===== src/rtl/controle_irrigacao_pkg.sv =====
// Shared types for the irrigation round sequencer: states, operand selection, payloads.
package controle_irrigacao_pkg;

    localparam int unsigned LARG_DADO = 4;

    typedef enum logic [2:0] {
        OCIOSO    = 3'd0,
        CMP_CFG   = 3'd1,
        CMP_NIVEL = 3'd2,
        CMP_MIN   = 3'd3,
        CMP_MAX   = 3'd4,
        ATUALIZA  = 3'd5
    } estado_t;

    typedef enum logic [1:0] {
        SEL_CFG   = 2'd0,
        SEL_NIVEL = 2'd1,
        SEL_MIN   = 2'd2,
        SEL_MAX   = 2'd3
    } sel_op_t;

    // Snapshot of the data inputs taken at the start of a round
    typedef struct packed {
        logic [LARG_DADO-1:0] umidade;
        logic [LARG_DADO-1:0] lim_min;
        logic [LARG_DADO-1:0] lim_max;
        logic [LARG_DADO-1:0] nivel;
        logic [LARG_DADO-1:0] nivel_min;
    } amostra_t;

    // One comparator operand pair
    typedef struct packed {
        logic [LARG_DADO-1:0] a;
        logic [LARG_DADO-1:0] b;
    } operandos_t;

    // Operand pair driven to the shared comparator for each check
    function automatic operandos_t seleciona(input sel_op_t sel, input amostra_t s);
        operandos_t r;
        r = '0;
        case (sel)
            SEL_CFG:   begin r.a = s.lim_min; r.b = s.lim_max;   end
            SEL_NIVEL: begin r.a = s.nivel;   r.b = s.nivel_min; end
            SEL_MIN:   begin r.a = s.umidade; r.b = s.lim_min;   end
            SEL_MAX:   begin r.a = s.umidade; r.b = s.lim_max;   end
            default:   r = '0;
        endcase
        return r;
    endfunction

endpackage


===== src/rtl/comparador_4b.sv =====
// Combinational magnitude comparator shared by the irrigation round.
module comparador_4b
    import controle_irrigacao_pkg::*;
(
    input  logic [LARG_DADO-1:0] a,
    input  logic [LARG_DADO-1:0] b,
    output logic                 igual_c,
    output logic                 maior_c,
    output logic                 menor_c
);

    // Plain unsigned compare
    always_comb begin
        igual_c = (a == b);
        maior_c = (a > b);
        menor_c = (a < b);
    end

endmodule


===== src/rtl/irrigacao_topo.sv =====
// Thin wrapper: sequencer plus the shared magnitude comparator.
module irrigacao_topo
    import controle_irrigacao_pkg::*;
#(
    parameter int unsigned MAX_RODADAS = 8,
    parameter int unsigned LARG_CONT   = 4
) (
    input  logic                 clk,
    input  logic                 rst,
    input  logic                 iniciar,
    input  logic [LARG_DADO-1:0] umidade,
    input  logic [LARG_DADO-1:0] lim_min,
    input  logic [LARG_DADO-1:0] lim_max,
    input  logic [LARG_DADO-1:0] nivel,
    input  logic [LARG_DADO-1:0] nivel_min,
    output logic                 valvula,
    output logic                 alarme,
    output logic                 erro_cfg,
    output logic                 estouro,
    output logic                 ocupado,
    output logic                 pronto
);

    logic [LARG_DADO-1:0] comp_a;
    logic [LARG_DADO-1:0] comp_b;
    logic                 igual;
    logic                 maior;
    logic                 menor;

    controle_irrigacao #(
        .MAX_RODADAS(MAX_RODADAS),
        .LARG_CONT  (LARG_CONT)
    ) u_ctrl (
        .clk      (clk),
        .rst      (rst),
        .iniciar  (iniciar),
        .umidade  (umidade),
        .lim_min  (lim_min),
        .lim_max  (lim_max),
        .nivel    (nivel),
        .nivel_min(nivel_min),
        .comp_a   (comp_a),
        .comp_b   (comp_b),
        .aIGUALb  (igual),
        .aMAIORb  (maior),
        .aMENORb  (menor),
        .valvula  (valvula),
        .alarme   (alarme),
        .erro_cfg (erro_cfg),
        .estouro  (estouro),
        .ocupado  (ocupado),
        .pronto   (pronto)
    );

    comparador_4b u_cmp (
        .a      (comp_a),
        .b      (comp_b),
        .igual_c(igual),
        .maior_c(maior),
        .menor_c(menor)
    );

endmodule


===== src/rtl/controle_irrigacao.sv =====
// Irrigation round sequencer: time-shares one comparator over four checks,
// then updates valve/alarm outputs with hysteresis and an on-time watchdog.
module controle_irrigacao
    import controle_irrigacao_pkg::*;
#(
    parameter int unsigned MAX_RODADAS = 8,
    parameter int unsigned LARG_CONT   = 4
) (
    input  logic                 clk,
    input  logic                 rst,
    input  logic                 iniciar,
    input  logic [LARG_DADO-1:0] umidade,
    input  logic [LARG_DADO-1:0] lim_min,
    input  logic [LARG_DADO-1:0] lim_max,
    input  logic [LARG_DADO-1:0] nivel,
    input  logic [LARG_DADO-1:0] nivel_min,
    output logic [LARG_DADO-1:0] comp_a,
    output logic [LARG_DADO-1:0] comp_b,
    input  logic                 aIGUALb,
    input  logic                 aMAIORb,
    input  logic                 aMENORb,
    output logic                 valvula,
    output logic                 alarme,
    output logic                 erro_cfg,
    output logic                 estouro,
    output logic                 ocupado,
    output logic                 pronto
);

    localparam logic [LARG_CONT-1:0] CONT_LIMITE = LARG_CONT'(MAX_RODADAS);
    localparam logic [LARG_CONT-1:0] CONT_SAT    = {LARG_CONT{1'b1}};

    estado_t              estado_q, estado_d;
    amostra_t             amostra_q, amostra_d;
    amostra_t             amostra_in;
    logic [LARG_DADO-1:0] comp_a_q, comp_a_d;
    logic [LARG_DADO-1:0] comp_b_q, comp_b_d;
    logic                 cfg_ruim_q, cfg_ruim_d;
    logic                 baixo_q, baixo_d;
    logic                 seco_q, seco_d;
    logic                 molhado_q, molhado_d;
    logic                 valvula_q, valvula_d;
    logic                 alarme_q, alarme_d;
    logic                 erro_cfg_q, erro_cfg_d;
    logic                 estouro_q, estouro_d;
    logic                 ocupado_q, ocupado_d;
    logic                 pronto_q, pronto_d;
    logic [LARG_CONT-1:0] cont_q, cont_d;

    logic                 maior_c;
    logic                 menor_c;
    logic [LARG_CONT-1:0] cont_inc;
    logic                 valv_tmp;
    logic                 est_tmp;
    operandos_t           par;

    assign amostra_in = '{umidade: umidade, lim_min: lim_min, lim_max: lim_max,
                          nivel: nivel, nivel_min: nivel_min};

    // Strict flags: equal operands never count as greater or smaller
    assign maior_c = aMAIORb & ~aIGUALb;
    assign menor_c = aMENORb & ~aIGUALb;

    // Next-state, operand sequencing and round update
    always_comb begin
        estado_d   = estado_q;
        amostra_d  = amostra_q;
        comp_a_d   = comp_a_q;
        comp_b_d   = comp_b_q;
        cfg_ruim_d = cfg_ruim_q;
        baixo_d    = baixo_q;
        seco_d     = seco_q;
        molhado_d  = molhado_q;
        valvula_d  = valvula_q;
        alarme_d   = alarme_q;
        erro_cfg_d = erro_cfg_q;
        estouro_d  = estouro_q;
        ocupado_d  = ocupado_q;
        pronto_d   = 1'b0;
        cont_d     = cont_q;
        par        = '0;
        valv_tmp   = valvula_q;
        est_tmp    = estouro_q;
        cont_inc   = (cont_q == CONT_SAT) ? cont_q : cont_q + LARG_CONT'(1);

        case (estado_q)
            OCIOSO: begin
                if (iniciar) begin
                    amostra_d = amostra_in;
                    par       = seleciona(SEL_CFG, amostra_in);
                    comp_a_d  = par.a;
                    comp_b_d  = par.b;
                    ocupado_d = 1'b1;
                    estado_d  = CMP_CFG;
                end
            end
            CMP_CFG: begin
                cfg_ruim_d = maior_c;
                par        = seleciona(SEL_NIVEL, amostra_q);
                comp_a_d   = par.a;
                comp_b_d   = par.b;
                estado_d   = CMP_NIVEL;
            end
            CMP_NIVEL: begin
                baixo_d  = menor_c;
                par      = seleciona(SEL_MIN, amostra_q);
                comp_a_d = par.a;
                comp_b_d = par.b;
                estado_d = CMP_MIN;
            end
            CMP_MIN: begin
                seco_d   = menor_c;
                par      = seleciona(SEL_MAX, amostra_q);
                comp_a_d = par.a;
                comp_b_d = par.b;
                estado_d = CMP_MAX;
            end
            CMP_MAX: begin
                molhado_d = maior_c;
                estado_d  = ATUALIZA;
            end
            ATUALIZA: begin
                // Lockout survives only while the soil stays dry
                est_tmp = estouro_q & seco_q;
                if (cfg_ruim_q | baixo_q) begin
                    valv_tmp = 1'b0;
                end else if (est_tmp) begin
                    valv_tmp = 1'b0;
                end else if (seco_q) begin
                    valv_tmp = 1'b1;
                end else if (molhado_q) begin
                    valv_tmp = 1'b0;
                end else begin
                    valv_tmp = valvula_q;
                end
                if (valv_tmp && (cont_inc >= CONT_LIMITE)) begin
                    valv_tmp = 1'b0;
                    est_tmp  = 1'b1;
                end
                cont_d     = valv_tmp ? cont_inc : '0;
                valvula_d  = valv_tmp;
                estouro_d  = est_tmp;
                alarme_d   = baixo_q;
                erro_cfg_d = cfg_ruim_q;
                ocupado_d  = 1'b0;
                pronto_d   = 1'b1;
                estado_d   = OCIOSO;
            end
            default: begin
                estado_d  = OCIOSO;
                ocupado_d = 1'b0;
            end
        endcase
    end

    // State and output registers with synchronous reset
    always_ff @(posedge clk) begin
        if (rst) begin
            estado_q   <= OCIOSO;
            amostra_q  <= '0;
            comp_a_q   <= '0;
            comp_b_q   <= '0;
            cfg_ruim_q <= 1'b0;
            baixo_q    <= 1'b0;
            seco_q     <= 1'b0;
            molhado_q  <= 1'b0;
            valvula_q  <= 1'b0;
            alarme_q   <= 1'b0;
            erro_cfg_q <= 1'b0;
            estouro_q  <= 1'b0;
            ocupado_q  <= 1'b0;
            pronto_q   <= 1'b0;
            cont_q     <= '0;
        end else begin
            estado_q   <= estado_d;
            amostra_q  <= amostra_d;
            comp_a_q   <= comp_a_d;
            comp_b_q   <= comp_b_d;
            cfg_ruim_q <= cfg_ruim_d;
            baixo_q    <= baixo_d;
            seco_q     <= seco_d;
            molhado_q  <= molhado_d;
            valvula_q  <= valvula_d;
            alarme_q   <= alarme_d;
            erro_cfg_q <= erro_cfg_d;
            estouro_q  <= estouro_d;
            ocupado_q  <= ocupado_d;
            pronto_q   <= pronto_d;
            cont_q     <= cont_d;
        end
    end

    assign comp_a   = comp_a_q;
    assign comp_b   = comp_b_q;
    assign valvula  = valvula_q;
    assign alarme   = alarme_q;
    assign erro_cfg = erro_cfg_q;
    assign estouro  = estouro_q;
    assign ocupado  = ocupado_q;
    assign pronto   = pronto_q;

endmodule


===== config.mk =====
export PLATFORM = sky130hd
export DESIGN_NAME = irrigacao_topo
export DESIGN_NICKNAME = d
export VERILOG_FILES = /design/src/rtl/controle_irrigacao_pkg.sv /design/src/rtl/comparador_4b.sv /design/src/rtl/irrigacao_topo.sv /design/src/rtl/controle_irrigacao.sv
export SDC_FILE = /design/constraint.sdc
export NUM_CORES = 1
export LEC_CHECK = 0
export ABC_AREA = 1
export BUFFER_PORTS_ARGS = -buffer_cell sky130_fd_sc_hd__buf_2
export CELL_PAD_IN_SITES_DETAIL_PLACEMENT = 2
export CELL_PAD_IN_SITES_GLOBAL_PLACEMENT = 2
export CORE_MARGIN = 2
export CORE_UTILIZATION = 28
export CTS_CLUSTER_SIZE = 16
export DETAILED_ROUTE_END_ITERATION = 8
export PLACE_DENSITY = 0.76
export SLEW_MARGIN = 20
export SYNTH_ARGS = -nofsm -noshare
export SYNTH_HDL_FRONTEND = slang
export SYNTH_SLANG_ARGS = --single-unit

===== constraint.sdc =====
create_clock -name clk -period 1.2 [get_ports clk]
set_clock_uncertainty 0.1 [all_clocks]
set_input_delay 0.06 -clock clk [delete_from_list [all_inputs] [get_ports clk]]
set_output_delay 0.06 -clock clk [all_outputs]
set_load 0.05 [all_outputs]

---- Word level (Yosys, flattened, before mapping) ----
Cells that the tools add are included.
operators by class
  add/sub/neg operators ................... 1
  magnitude comparators ................... 3
  equal/unequal tests ..................... 8
  mux-type cells .......................... 19
  bitwise logic cells ..................... 6
  reductions and logical operators ........ 10
operator list
  operator               number
  $mux W4                4
  $pmux W4 S4            1
  $pmux W3 S5            1
  $pmux W4 S3            1
  $mux W1                10
  $reduce_and A2 Y1      4
  $eq A3 B2 Y1 const B   2
  $eq A3 B3 Y1 const B   2
  $add A4 B1 Y4 const B  1
  $eq A4 B4 Y1           1
  $eq A4 B4 Y1 const B   1
  $ge A4 B4 Y1 const B   1
  $gt A4 B4 Y1           1
  $lt A4 B4 Y1           1
  $reduce_bool A4 Y1     1
  $reduce_or A4 Y1       1
  $and A1 B1 Y1          3
  $eq A3 B1 Y1 const B   1
  $logic_not A3 Y1       1
  $mux W3                1
  $reduce_bool A3 Y1     1
  $ne A2 B2 Y1 const B   1
  $not A1 Y1             2
  $pmux W1 S2            1
  3 further kinds        3
storage, ports and cells
  register bits ........................... 45
  input bits .............................. 23
  output and inout bits ................... 6
  word-level logic and storage cells ...... 66

---- Depth between registers and ports, before layout ----
Gate-level depths: netlist (run 1).
  depth after elaboration ................. 9
  gate-level depth with buffers ........... 9
  gate-level depth less buffers ........... 9

---- By module ----
A second synthesis (run 1) with hierarchy kept.
unflattened totals
  cell total of the unflattened synthesis .. 285
  area, all modules ....................... 2,075.7 um2
by module, submodules not included
  module              instances  cells each  area each (um2)  seq. area each (um2)
  controle_irrigacao  1          265         1,960.6          900.9
  comparador_4b       1          20          115.1            0.0

---- Worst setup path after synthesis (run 1) ----
No wires, ideal clock.
  kind .................................... register -> register
  start point ............................. register u_ctrl.valvula_q, in the netlist u_ctrl.valvula
  end point ............................... register u_ctrl.cont_q[1]
  arrival time ............................ 1,198 ps
  data required time ...................... 1,030 ps
  slack ................................... -169 ps
  cell stages (with the launch flop) ...... 7
  buffers on the path ..................... 0
  period minus slack after synthesis ...... 1,369 ps
  cell sequence ........................... dfxtp_1 nand2_1 nand2_1 nand3_1 nor2_2 nand2_1 a21oi_1
between the ends
  word-level cells in the longest chain between the ends .. 9
ends and longest elaborated chain
  item                      RTL line                   source
  start: declaration        controle_irrigacao.sv:42   logic valvula_q, valvula_d;
  start signal: assignment  controle_irrigacao.sv:183  valvula_q <= valvula_d;
  $mux W1 (*)               controle_irrigacao.sv:131  end else if (molhado_q) begin
  $mux W1 (*)               controle_irrigacao.sv:129  end else if (seco_q) begin
  $mux W1 (*)               controle_irrigacao.sv:127  end else if (est_tmp) begin
  $mux W1 (*)               controle_irrigacao.sv:125  if (cfg_ruim_q | baixo_q) begin
  $mux W1 (*)               controle_irrigacao.sv:86   case (estado_q)
  $logic_and A1 B1 Y1       controle_irrigacao.sv:136  if (valv_tmp && (cont_inc >= CONT_LIMITE)) begin
  $mux W1 (*)               controle_irrigacao.sv:136
  $mux W1 (*)               controle_irrigacao.sv:86
  $mux W4 (*)               controle_irrigacao.sv:140  cont_d = valv_tmp ? cont_inc : '0;
  end signal: assignment    controle_irrigacao.sv:189  cont_q <= cont_d;
  end: declaration          controle_irrigacao.sv:48   logic [LARG_CONT-1:0] cont_q, cont_d;
Mark *: on every way between the ends. The rest lies on a longest branch, timed or not. The select of a mux whose other input is x is not followed.
A chain may end at the register's enable or synchronous reset.

---- Final worst setup path (run 1) ----
  start point ............................. register u_ctrl.estado_q[2]
  end point ............................... register u_ctrl.cont_q[2]
between the ends
  word-level cells in the longest chain between the ends .. 1
ends and longest elaborated chain
  item                      RTL line                   source
  start: declaration        controle_irrigacao.sv:33   estado_t estado_q, estado_d;
  start signal: assignment  controle_irrigacao.sv:175  estado_q <= estado_d;
  $eq A3 B3 Y1              controle_irrigacao.sv:86
No other way between the ends.

==> run_results.csv, run 1 <==
group,metric,value,unit
worst_setup_path,crit_type,"flip-flop to flip-flop",
drt,avgViaCountPerCell,5.021,
worst_setup_path,rr_startpoint,"u_ctrl.estado_q[2]",
sta,relSlewSlack,78.31,%
cts,cts-root-buf,"clkbuf_8",
cells_and_area,final_layout_size_suffix_gt1_share,44.05,%
min_path,hold_class,"input pin to flip-flop",
cells_and_area,n_fill_cell,780,
floorplanning,start_util,29.23,%
sta,max_freq,668.5,MHz
worst_setup_path,startpoint_type,"flip-flop",
logic_synthesis,synth-xor-area-share,0.4386,%
sta,hold_viol,0,
cells_and_area,fin_nets,398,
power,vdd_drop_max,0.7090,mV
placement,dp_slack,-320.9,ps
floorplanning,ios,29,
worst_setup_path,endpoint_kind,"flip-flop",
drt,route.detailed.drc,0,
drt,drt_iter0_drc,63,
cts,cts_tree,"yes",
global_routing,grt_overflow,0,
cells_and_area,num_antenna_cells,0,
worst_setup_path,crit_start,"u_ctrl.estado_q[2]",
cells_and_area,utilization,48.15,%
global_routing,first_global_vias,2646,
cells_and_area,area_growth,64.72,%
cts,htree_levels,2,
worst_setup_path,r2r_cells,7,
sta,finalCritPeriodShare,124.7,%
global_routing,grt_usage,25.64,%
logic_synthesis,synth_cell_types,23,
cts,clkSinkCount,45,
logic_synthesis,synthesis.nets,310,
logic_synthesis,synth.avg_cell_area,7.081,um2
min_path,min_from,"rst",
cts,numCtsBuffers,5,
floorplanning,core.rowCount,30,
logic_synthesis,yosys.area_share.adder,3.133,%
power,leakagePower,1.447,nW
sta,rsz0062_at_grt,"yes",
logic_synthesis,netlist_instances,282,
global_routing,grt_max_degree,34,
cts,worstSkewPairLatency,320,ps
placement,portBuffers,28,
power,p_total,0.005582,W
logic_synthesis,ys_seq_elements,45,
floorplanning,chipHeight,88.45,um
placement,routabilityCongestion,0.7503,
logic_synthesis,synth-simple-area-share,25.06,%
global_routing,grt_pass1_wl,14650,um
worst_setup_path,crit_fanout,4,
floorplanning,dieArea,0.007823,mm2
drt,drt-met1-wl,4232,um
outcome,violations,"setup timing",
worst_setup_path,cp_data_arrival_time,1640,ps
placement,dp_hpwl,4930,um
sta,tightest_slew,322.0,ps
drt,ant_nets,0,
drt,drt_first_pass_iters,4,
min_path,min_delay_path_depth,3,
global_routing,antenna_found_initial,0,
logic_synthesis,synth_top_family_by_area,"simple AND/OR/NAND/NOR gates",
power,powerDensity,1697,mW/mm2
drt,wl_met3,398,um
logic_synthesis,synthesis.area,0.001997,mm2
logic_synthesis,synth_compound_area_share,17.17,%
logic_synthesis,muxShareOfSynthArea,0,%
cts,path_clk_slew,90,ps
run,drv_cap,0,
outcome,status,"complete, but fails checks",
worst_setup_path,worstPathRequired,1350,ps
sta,period_minus_slack,1496,ps
sta,fin_ws,-296.0,ps
sta,whs,25.74,ps
floorplanning,core-area,0.006832,mm2
drt,top_layer,"met4",
drt,drt-wirelength-per-cell,22.19,um
floorplanning,die_w,88.45,um
sta,final_max_slew_viol_count,0,
drt,wirelength,10340,um
logic_synthesis,yosys_warnings,0,
sta,setup_viol,43,
drt,wl_met2,5402,um
drt,vias,2340,
cts,clk_path_buf_depth,2,
logic_synthesis,yosysSeqAreaShare,45.11,%
## cell families (layout without fill, tap and decap cells)
group | count (synthesis) | count (layout)
AOI/OAI and AO/OA | 66 | 66
xor gates and xnor gates | 1 | 1
and+or+nand+nor | 120 | 121
adders and majority gates | 5 | 5
DFF | 45 | 45
buffers and inverters | 45 | 132
## cells in the mapped netlist
master / count / share of area [%]
a21oi_1: 29 / 7.3
a221oi_1: 1 / 0.44
buf_1: 1 / 0.19
buf_2: 1 / 0.25
buf_4: 3 / 1.1
clkbuf_1: 3 / 0.56
dfxtp_1: 45 / 45
ha_1: 5 / 3.1
inv_1: 37 / 7.0
nand2_1: 56 / 11
nand2_2: 1 / 0.31
nand2_4: 1 / 0.56
nand3_1: 11 / 2.8
nand4_1: 3 / 0.94
nor2_1: 42 / 7.9
nor2_2: 4 / 1.3
nor2_4: 1 / 0.56
nor3_1: 1 / 0.25
o21a_1: 1 / 0.38
o21ai_0: 33 / 8.3
o21bai_1: 1 / 0.38
o221ai_1: 1 / 0.44
xnor2_1: 1 / 0.44
## final cells by class
type                       instances  area [um2]  share of cell area, %
clock inverter                     2       35.03                  1.065
multi-input combinational        193        1256                  38.19
tap                               96       120.1                  3.652
clock buffer                       5       68.82                  2.092
timing repair buffer              88       738.2                  22.44
inverter                          37       148.9                  4.526
sequential                        45       922.1                  28.03
## layout by cell type, fill, tap and decap left out, drive strengths merged
cell type and n:
nand3 11, nand2 59, dlygate4sd3 21, a21oi 29, inv 37, o221ai 1
dfxtp 45, ha 5, clkbuf 5, a221oi 1, clkinv 1, o21bai 1
buf 67, o21ai 33, nor2 47, nand4 3, xnor2 1, bufinv 1
nor3 1, o21a 1
## critical path, stage by stage (launching register included)
cell,delay (ps)
dfxtp_4,410
buf_12,120
nand2_4,50
nor2_4,190
nand3_2,110
nor2_4,200
nand2_1,110
a21oi_1,130
## final timing paths
path                                        endpoint  slack, ps
worst max-delay path                u_ctrl.cont_q[2]       -300
worst min-delay path                   u_ctrl.pronto         30
worst max register to register      u_ctrl.cont_q[2]       -300
worst min register to register  u_ctrl.amostra_q[18]        360
## power breakdown
group          total (W)  leakage (nW)  internal, W  switching (W)
registers        0.00193         0.375      0.00174       0.000194
logic            0.00248          1.02      0.00101        0.00147
clock network    0.00117        0.0540     0.000607       0.000568
## repair_timing
| item | in CTS | in global routing |
|---|---|---|
| endpoints found under the hold margin | 27 | 0 |
| cloned | 4 | 0 |
| hold buffers | 21 | 0 |
| buffers inserted | 6 | 4 |
| pin swaps | 6 | 24 |
| gates resized for setup | 68 | 65 |
| endpoints found under the setup margin | 44 | 44 |
## registers in the layout, indices dropped and copies added (netlist names)
name / count
u_ctrl.estado_q: 3
u_ctrl.ocupado: 1
u_ctrl.cont_q: 4
u_ctrl.comp_b: 4
u_ctrl.valvula: 1
u_ctrl.erro_cfg: 1
u_ctrl.estouro: 1
u_ctrl.alarme: 1
u_ctrl.comp_a: 4
u_ctrl.pronto: 1
u_ctrl.cfg_ruim_q: 1
u_ctrl.baixo_q: 1
u_ctrl.amostra_q: 20
u_ctrl.molhado_q: 1
u_ctrl.seco_q: 1
## metrics by stage
stage / TNS, ps / instance area, um2 / instances
floorplan: -321.0 / 2029 / 282
global placement: -3568 / 2490 / 427
detailed placement: -6315 / 2490 / 427
CTS: -4529 / 3109 / 465
global route: -9898 / 3289 / 466
finish: -7318 / 3289 / 466
## layer usage
metal,global-route usage (%),vias up
li1,-,1083
met1,30.36,1161
met2,48.26,68
met3,4.664,28
met4,5.096,0
met5,0,-
(Power assumes the default switching activity.)
==> run 2: changes to the inputs <==
--- a/config.mk
+++ b/config.mk
@@ -5,15 +5,16 @@
 export SDC_FILE = /design/constraint.sdc
 export NUM_CORES = 1
 export LEC_CHECK = 0
-export ABC_AREA = 1
+export ABC_AREA = 0
 export BUFFER_PORTS_ARGS = -buffer_cell sky130_fd_sc_hd__buf_2
 export CELL_PAD_IN_SITES_DETAIL_PLACEMENT = 2
 export CELL_PAD_IN_SITES_GLOBAL_PLACEMENT = 2
 export CORE_MARGIN = 2
-export CORE_UTILIZATION = 28
+export CORE_UTILIZATION = 30
 export CTS_CLUSTER_SIZE = 16
 export DETAILED_ROUTE_END_ITERATION = 8
-export PLACE_DENSITY = 0.76
+export HOLD_SLACK_MARGIN = 0.05
+export PLACE_DENSITY = 0.75
 export SLEW_MARGIN = 20
 export SYNTH_ARGS = -nofsm -noshare
 export SYNTH_HDL_FRONTEND = slang
==> run 2 against run 1 <==
The run still ends with setup timing left. Synthesized cell count fell by 17%. Clock power decreased by 15%. Cell area is 11% higher. Power shrank 19%. First-iteration DRC count grew 51%. Die area is 4.5% lower. Clock-buffer cell count rose by 1. Core utilization up 6.7 points. Fmax shrank 19%. Combinational power down 28%. Area after synthesis rose by 2.1%.
==> run_results.csv, run 2 <==
group,metric,value,unit
outcome,status,"complete, but fails checks",
outcome,violations,"setup timing",
logic_synthesis,synth_cell_types,42,
global_routing,grt_pass1_wl,14120,um
drt,route.detailed.drc,0,
floorplanning,core.rowCount,30,
global_routing,grt_max_degree,21,
sta,hold_viol,0,
cells_and_area,num_antenna_cells,0,
logic_synthesis,async_reset_ff_share,0,%
drt,drt_first_pass_iters,4,
global_routing,antenna_found_initial,0,
logic_synthesis,yosysSeqAreaShare,44.20,%
placement,routabilityCongestion,0.7516,
global_routing,grt_usage,25.61,%
cells_and_area,layout_common_cells,"dfxtp_1, buf_4, buf_2, nand2_1",
worst_setup_path,crit_type,"flip-flop to flip-flop",
power,vdd_drop_max,0.7047,mV
cells_and_area,n_fill_cell,657,
cts,worstSkewPairLatency,320,ps
drt,vias,2247,
cells_and_area,final_layout_size_suffix_gt1_share,57.01,%
floorplanning,ios,29,
worst_setup_path,worstPathRequired,1320,ps
cts,cts-root-buf,"clkbuf_8",
cells_and_area,utilization,54.81,%
logic_synthesis,synth_area_leaders,"dfxtp_1, nand2_1, a21oi_1",
drt,drt-wirelength-per-cell,28.33,um
global_routing,first_global_vias,2415,
global_routing,grt_overflow,0,
placement,place_area,0.002584,mm2
cts,path_clk_slew,90,ps
run,drv_cap,0,
power,p_total,0.004530,W
cts,htree_levels,2,
placement,portBuffers,28,
worst_setup_path,cp_data_arrival_time,1960,ps
cells_and_area,regArea,917.1,um2
sta,period_minus_slack,1839,ps
floorplanning,start_util,30.51,%
cells_and_area,layout_commonest_cell,"dfxtp_1",
worst_setup_path,ff2ff_setup_slack,-640,ps
cells_and_area,multi_input_area,0.001579,mm2
floorplanning,die_w,86.43,um
cells_and_area,final_cell_area,0.003662,mm2
placement,dp_hpwl,4443,um
drt,ant_nets,0,
logic_synthesis,synth_top_cell_by_area,"dfxtp_1",
floorplanning,chipHeight,86.43,um
cts,clkSinkCount,45,
sta,finalCritPeriodShare,153.3,%
cells_and_area,final_cells,408,
logic_synthesis,ys_seq_elements,45,
placement,dp_cells,357,
logic_synthesis,synth.avg_cell_area,8.748,um2
logic_synthesis,synth_most_common_cell,"dfxtp_1",
sta,rsz0062_at_grt,"yes",
cts,numCtsBuffers,5,
sta,max_freq,543.7,MHz
floorplanning,dieArea,0.007469,mm2
sta,whs,168.8,ps
worst_setup_path,endpoint_kind,"flip-flop",
min_path,hold_class,"input pin to flip-flop",
cts,cts_tree,"yes",
worst_setup_path,startpoint_type,"flip-flop",
logic_synthesis,synth.cells.most_frequent,"dfxtp_1, nand2_1, a21oi_1",
cells_and_area,largest_reg_flops,20,
cells_and_area,fin_nets,355,
logic_synthesis,netlist_instances,233,
worst_setup_path,crit_fanout,3,
sta,relSlewSlack,62.43,%
drt,wirelength,11560,um
drt,drt_iter0_drc,95,
logic_synthesis,yosys_warnings,0,
power,leakagePower,1.512,nW
cts,clk_path_buf_depth,2,
sta,final_max_slew_viol_count,0,
drt,avgViaCountPerCell,5.507,
cells_and_area,regMostFlops,"u_ctrl.amostra_q",
power,powerDensity,1237,mW/mm2
logic_synthesis,synth_top_area_share,44.20,%
logic_synthesis,ys.flop_type,"dfxtp_1",
sta,tightest_slew,563.5,ps
cells_and_area,area_growth,79.68,%
logic_synthesis,synth_edf_count,0,
floorplanning,core-area,0.006681,mm2
sta,setup_viol,44,
logic_synthesis,synthesis.area,0.002038,mm2
logic_synthesis,synthesis.nets,261,
sta,fin_ws,-639.3,ps
run 2: area by class of cell:
type	count	share of cell area [%]
sequential	45	25.04
multi-input combinational	162	43.12
clock inverter	2	0.2733
clock buffer	6	1.982
inverter	9	0.9224
timing repair buffer	104	25.93
tap	80	2.733
run 2: kinds of logic (layout without fill, tap and decap cells):
kind of cell	after synthesis	in the layout	share of synthesized area, %
muxes	8	8	6.385
AOI/OAI and AO/OA	52	52	17.13
adders and majority gates	5	5	3.069
xor gates and xnor gates	1	1	0.4298
and+or+nand+nor	96	96	23.21
DFF	45	45	44.20
buffers and inverters	26	121	5.586
run 2: through the flow:
| step | TNS [ps] | worst slack, ps |
|---|---|---|
| global placement | -8845 | -512.4 |
| CTS | -10220 | -570.3 |
| detailed placement | -10710 | -571.5 |
| finish | -17000 | -639.3 |
| global route | -19090 | -660.9 |
| floorplan | -2309 | -485.2 |
run 2: path summary, 6_finish.rpt:
check        cells past startpoint             endpoint                start
min reg2reg                      2  u_ctrl.amostra_q[7]  u_ctrl.amostra_q[7]
max                              5       u_ctrl.baixo_q     u_ctrl.comp_b[3]
max reg2reg                      5       u_ctrl.baixo_q     u_ctrl.comp_b[3]
min                              2       u_ctrl.estouro                  rst
run 2: what timing repair did:
action | 4_1_cts | 5_1_grt
setup endpoints to repair | 42 | 44
endpoints found under the hold margin | 20 | 0
hold buffers | 20 | 0
gates cloned | 1 | 0
setup buffers | 16 | 8
pin swaps | 31 | 42
resized for setup | 70 | 66
run 2: layer usage:
layer | vias up | global-route usage, % | wire [um]
met5 | - | 0 | 0
li1 | 1009 | - | -
met3 | 22 | 4.952 | 370
met1 | 1157 | 29.63 | 4969
met4 | 0 | 10.09 | 355
met2 | 59 | 46.22 | 5864
run 2: worst max-delay path: stages (launching register included):
cell and delay, ps:
dfxtp_1 380, inv_1 80, ha_1 320, a21o_1 190, or3b_4 430, o31ai_2 230
run 2: power breakdown:
part           internal [W]  switching (W)
clock              0.000406       0.000585
sequential          0.00161       0.000132
combinational      0.000858       0.000935
total               0.00288        0.00165
